==> config.mk <==
export PLATFORM = sky130hd
export DESIGN_NAME = serial_frame_rx
export DESIGN_NICKNAME = d
export VERILOG_FILES = /design/src/rtl/serial_frame_rx.sv
export SDC_FILE = /design/constraint.sdc
export NUM_CORES = 1
export LEC_CHECK = 0
export CAP_MARGIN = 20
export CORE_MARGIN = 5
export CORE_UTILIZATION = 47
export DETAILED_ROUTE_END_ITERATION = 10
export HOLD_SLACK_MARGIN = 0.06
export PLACE_DENSITY = 0.72
export SETUP_SLACK_MARGIN = 0.15
export SYNTH_ARGS = -nofsm -noshare
export SYNTH_HDL_FRONTEND = slang
export SYNTH_SLANG_ARGS = --single-unit
==> constraint.sdc <==
create_clock -name CLK -period 1.8 [get_ports CLK]
set_input_delay 0.18 -clock CLK [delete_from_list [all_inputs] [get_ports CLK]]
set_output_delay 0.18 -clock CLK [all_outputs]
set_load 0.01 [all_outputs]
==> src/rtl/serial_frame_rx.sv <==
// serial_frame_rx: start/data/parity/stop serial receiver.
// Frame on SI: idle 0, start 1, 4 data bits, optional even parity, stop 0.
// The receiver only looks at SI on edges where EN=1, so one external
// enable can pace it to any bit rate.
module serial_frame_rx #(
  parameter bit PARITY_EN = 1'b1
) (
  input  logic       CLK,
  input  logic       RST,
  input  logic       CLR,
  input  logic       SI,
  input  logic       EN,
  input  logic       MSB_FIRST,
  output logic [0:3] PARALLEL_OUT,
  output logic       VALID,
  output logic       PARITY_ERR,
  output logic       FRAME_ERR,
  output logic       BUSY,
  output logic [7:0] FRAME_COUNT
);

  typedef enum logic [1:0] {IDLE, DATA, PARITY, STOP} state_t;

  state_t     r_state;
  logic [1:0] r_cnt;    // data slot counter, wraps to 0 after the 4th bit
  logic [0:3] r_shift;  // word being assembled
  logic       r_msb;    // bit order latched at the start bit
  logic       r_pbad;   // parity verdict carried into STOP

  logic [1:0] w_slot;
  logic       w_par_bad;

  // MSB-first fills [0]..[3]; LSB-first fills [3]..[0].
  assign w_slot    = r_msb ? r_cnt : ~r_cnt;
  // Even parity: data bits XOR parity bit must be 0.
  assign w_par_bad = (^r_shift) ^ SI;

  // Receiver FSM with registered outputs; RST beats CLR beats normal operation.
  always_ff @(posedge CLK) begin
    if (RST) begin
      r_state      <= IDLE;
      r_cnt        <= 2'd0;
      r_shift      <= 4'b0000;
      r_msb        <= 1'b0;
      r_pbad       <= 1'b0;
      PARALLEL_OUT <= 4'b0000;
      VALID        <= 1'b0;
      PARITY_ERR   <= 1'b0;
      FRAME_ERR    <= 1'b0;
      BUSY         <= 1'b0;
      FRAME_COUNT  <= 8'd0;
    end else if (CLR) begin
      // Abort the frame and clear status; the last good word is kept.
      r_state     <= IDLE;
      r_cnt       <= 2'd0;
      r_pbad      <= 1'b0;
      VALID       <= 1'b0;
      PARITY_ERR  <= 1'b0;
      FRAME_ERR   <= 1'b0;
      BUSY        <= 1'b0;
      FRAME_COUNT <= 8'd0;
    end else begin
      VALID <= 1'b0;
      if (EN) begin
        case (r_state)
          IDLE: begin
            if (SI) begin
              r_state <= DATA;
              BUSY    <= 1'b1;
              r_msb   <= MSB_FIRST;
              r_cnt   <= 2'd0;
              r_pbad  <= 1'b0;
            end
          end
          DATA: begin
            r_shift[w_slot] <= SI;
            r_cnt           <= r_cnt + 2'd1;
            if (r_cnt == 2'd3)
              r_state <= PARITY_EN ? PARITY : STOP;
          end
          PARITY: begin
            r_pbad  <= w_par_bad;
            r_state <= STOP;
          end
          STOP: begin
            // Always return to IDLE; a start bit is not looked for on this edge.
            r_state <= IDLE;
            BUSY    <= 1'b0;
            if (SI)
              FRAME_ERR <= 1'b1;
            if (r_pbad)
              PARITY_ERR <= 1'b1;
            if (!SI && !r_pbad) begin
              PARALLEL_OUT <= r_shift;
              VALID        <= 1'b1;
              FRAME_COUNT  <= FRAME_COUNT + 8'd1;
            end
          end
          default: begin
            r_state <= IDLE;
            BUSY    <= 1'b0;
          end
        endcase
      end
    end
  end

endmodule
Yosys cells after proc, flatten, opt, wreduce, memory -nomap -nowiden
Cells that the tools add are included.

Logic and storage cells: 62. Output and inout port bits: 16. Flip-flop bits (word level): 26.

Bitwise gates (word level): 6. $add $sub $neg: 2. Equality and inequality tests: 6. Reductions and logical operators: 21. Muxes and demuxes: 14. $lt $le $gt $ge: 2.

Operators by type and width (number): 3-bit AND reduction (8); 8-bit by 1-bit adder with 8-bit output (second input constant) (1); 2-bit 2-to-1 mux (4); 2-bit one-hot mux with 4 select lines (1); 4-bit AND reduction (2); 2-bit equality test (second input constant) (3); 2-bit nonzero test (3); 4-bit bitwise mux (1); 1-bit 2-to-1 mux (4); 2-bit inequality test (second input constant) (2); 1-bit one-hot mux with 2 select lines (2); 2-bit one-hot mux with 2 select lines (1); 4-bit OR reduction (1); 4-bit XOR reduction (1); 3-bit >= comparator (second input constant) (1); 3-bit by 1-bit < comparator with 1-bit output (second input constant) (1); 1-bit NOT (3); 2-bit NOT with 3-bit output (1); 2-bit by 1-bit adder with 2-bit output (second input constant) (1); 1-bit demux with 2-bit select (1); 2-bit by 1-bit equality test with 1-bit output (second input constant) (1); 1-bit logical AND (2); 1-bit logical NOT (2); 2-bit logical NOT (1); other kinds (3) (3).

Logic depth before layout (Yosys ltp)
Depth in word-level cells: 8. Gate-level depth with buffers: 6.

Worst setup path after synthesis
Ideal clock, no wire load.

Kind: register to register. From: reg r_state[0]. To: reg r_cnt[0]. Period minus slack after synthesis: 1522 ps. Arrival: 1395 ps. Setup time: 128 ps. Cell stages (with the launch flop): 7. Path slack: 278 ps. Path through: dfxtp_1 -> inv_1 -> ha_1 -> and2_1 -> o21ai_0 -> mux2i_1 -> nor2_1.

Word-level cells in the longest chain between the ends: 3.

Ends and longest elaborated chain: from (decl) (RTL line 24) `state_t r_state;`; from (signal assigned) (RTL line 79) `r_state <= PARITY_EN ? PARITY : STOP;`; 2-bit by 1-bit equality test with 1-bit output or 2-bit logical NOT (tied branches) (RTL line 65) `case (r_state)`; 2-bit nonzero test (no source line) or 2-bit inequality test (tied branches); 3-bit AND reduction (no source line); to (signal assigned) (RTL line 77) `r_cnt <= r_cnt + 2'd1;`; to (decl) (RTL line 25) `logic [1:0] r_cnt;`.

Several ways; a longest one is shown, not always the timed one. A chain may end at the register's enable or synchronous reset.

Final worst setup path
From: reg r_state[0]. To: reg FRAME_COUNT[6].

Word-level cells in the longest chain between the ends: 2.

Ends and longest elaborated chain: 2-bit equality test (RTL line 65); 3-bit AND reduction (no source line); to (signal assigned) (RTL line 96) `FRAME_COUNT <= FRAME_COUNT + 8'd1;`; to (decl) (RTL line 19) `output logic [7:0] FRAME_COUNT`.

No other way between the ends.

==> qor.csv <==
metric,value,unit
ant diodes,0,
relative slew slack,76.4,%
core area,2730,µm²
status,finished clean,
Max Cap Viol,0,
RD Place Congestion,0.763,
Area Growth Syn to Fin,23.4,%
Max Buffers Root-to-Sink,2,
Synth Register Bits,26,
std cell rows,19,
Routed WL,2840,µm
proportion of layout cells with a drive suffix above 1,9.36,%
post-synthesis cell type count,34,
starting DRC count in detailed routing,63,
r2r setup slk,0.26,ns
YS warnings,0,
cell count after synthesis,147,
Ports,22,
post-layout min period,1.54,ns
met2 wire length,1450,µm
critical path cell sequence,"ha_2, nand4bb_4, nor4_1, xnor2_1, nor2_1",
PwrDens,642,nW/µm²
slowest cell on the critical path,dfxtp_2,
worst IR drop on VDD,571,µV
cts bufs inserted,3,
CTS tree,built,
hold bufs inserted after CTS,0,
Multi-input gate area,767,µm²
DR vias/cell,5.33,
most frequent cell after synthesis,dfxtp_1,
Placement Cell Area,1590,µm²
CP peak stage delay,0.41,ns
Die Ht,63.4,µm
Overflow after GRT,0,
Vias,1077,
type of origin of the critical path,register,
CTS Root Cell,clkbuf_4,
WP data arrival,1.75,ns
Die X,63.4,µm
Final setup viols,0,
Min-Delay Endpoint,r_msb,
critical path class,register to register,
hpwl dp,2100,µm
die area,4020,µm²
FMAX,0.651,GHz
CP Buf/Inv Count,0,
ys async rst share,0,%
worst r2r path cells,5,
initial core utilization,49.0,%
Crit path max-delay family,simple AND/OR/NAND/NOR gates,
RSZ-0062 raised after global routing,false,
Syn Nets,162,
post-synthesis sequential area ratio,38.9,%
Setup Skew,0.00190,ns
Top Layer Used,met4,
Leak,0.621,nW
routed len/inst,14.1,µm
Hold Crit Start,MSB_FIRST,
# Post-CTS Setup Buffers,0,
antenna violations before repair,0,
r2r startpoint,r_state[0],
Slew @ Worst Pin,0.351,ns
worst skew pair latency,0.32,ns
WL met3,106,µm
"Avg Cell Area, Syn",9.11,µm²
Synth top area share,38.9,%
TNS Setup,0,ns
buffers added on ports,21,
Tcrit/Tclk final,85.4,%
GRT Util Overall,14.5,%
pins over their slew limit,0,
"EDFF count, synth",0,
ys flop type,dfxtp_1,
"antenna viol nets, final",0,
first-pass GRT wire length,4790,µm
CP max FO,5,
fillers,246,
Critical Path End Type,register,
register area,523,µm²
H-tree depth,1,
vias in the first global route,1092,
Final Cell Area,1650,µm²
worst path required time,2.02,ns
hold path depth,3,
Post-Syn Area,1340,µm²
post-synth top area cell,dfxtp_1,
Hold Path Class,input pin to register,
CTS Sinks,26,
wl on met1,1260,µm
DR DRC count,0,
Clock Pin Slew Worst Setup and Hold Paths,0.14,ns
synth top area cells,"dfxtp_1 (39%), ha_1 (8.4%), mux2i_1 (8.2%), nor2_1 (7.0%), xnor2_1 (4.6%)",
1st-pass router iterations,4,
"Hold Violations, Final",0,
most frequent cells after synthesis,"dfxtp_1 (26), nor2_1 (25), mux2i_1 (11)",
Reg-to-Reg End,FRAME_COUNT[6],
Final nets,187,
largest net degree at the start of global routing,17,
metrics by stage:
| step | total power, mW | setup WS, ns | cells | hold slack (ns) | utilization [%] |
|---|---|---|---|---|---|
| floorplan | 0.643 | 0.278 | 147 | 0.324 | - |
| global placement | 0.671 | 0.113 | 198 | 0.454 | 58.1 |
| detailed placement | 0.673 | 0.00549 | 198 | 0.480 | 58.1 |
| CTS | 1.08 | 0.166 | 202 | 0.442 | 60.0 |
| global route | 1.12 | 0.188 | 202 | 0.503 | 60.4 |
| finish | 1.06 | 0.264 | 202 | 0.456 | 60.4 |
worst min-delay path: cells and delay by family:
kind / cells / cell delay, ns
multiplexers: 1 / 0.12
buffers and inverters: 1 / 0.40
AND/OR/NAND/NOR: 1 / 0.05
registers in the layout (all words and copies together) (netlist names), 2 cells and up:
name	cells
FRAME_COUNT	8
PARALLEL_OUT	4
r_shift	4
r_cnt	2
r_state	2
cells by family after synthesis:
| logic type | count (synthesis) | synth area share, % |
|---|---|---|
| and+or+nand+nor | 62 | 25.6 |
| DFF | 26 | 38.9 |
| AOI/OAI and AO/OA | 16 | 7.20 |
| buffers and inverters | 12 | 4.49 |
| xor gates and xnor gates | 11 | 7.20 |
| muxes | 11 | 8.22 |
| adders and majority gates | 9 | 8.41 |
cells in the final DEF (no fill, tap or decap), drive strengths merged, types with 4 or more instances in the layout:
cell type and n:
a21oi 6, buf 5, clkdlybuf4s50 21, dfxtp 26, ha 9, inv 6
mux2i 11, nand2 9, nand3 4, nand3b 4, nor2 25, xnor2 7
xor2 4
repair_timing:
| action | 4_1_cts | 5_1_grt |
|---|---|---|
| hold endpoints to repair | 0 | 0 |
| gates resized for setup | 1 | 4 |
| setup endpoints to repair | 1 | 4 |
metal layers:
metal	GRT usage [%]	vias to the layer above
met5	0	-
met4	6.23	0
met3	3.37	2
met2	25.4	16
met1	16.5	509
li1	-	550
final cells by class:
cell class              instances  share of cell area [%]
well taps                      31                    2.35
clock buffers                   3                    1.36
inverters                       6                    1.36
multi-input cells             109                    46.4
flip-flops and latches         26                    31.7
repair buffers                 26                    15.0
clock inverters                 1                    1.82
power by group:
group / internal (mW) / switching, mW / leakage [nW]
combinational: 0.0379 / 0.0402 / 0.382
sequential: 0.579 / 0.00434 / 0.211
clock: 0.225 / 0.174 / 0.0279
total: 0.842 / 0.219 / 0.621
worst max path at each step:
stage | startpoint | endpoint | slack, ns | cells past startpoint
3_5_place_dp | EN | PARALLEL_OUT[2] | 0.005 | 5
4_1_cts | r_state[0] | FRAME_COUNT[6] | 0.17 | 5
3_3_place_gp | EN | FRAME_COUNT[7] | 0.11 | 5
5_1_grt | r_state[0] | r_cnt[0] | 0.19 | 6
2_1_floorplan | r_state[0] | r_cnt[0] | 0.28 | 6
6_report | r_state[0] | FRAME_COUNT[6] | 0.26 | 5
No activity file was read; power rests on OpenSTA's default activity.
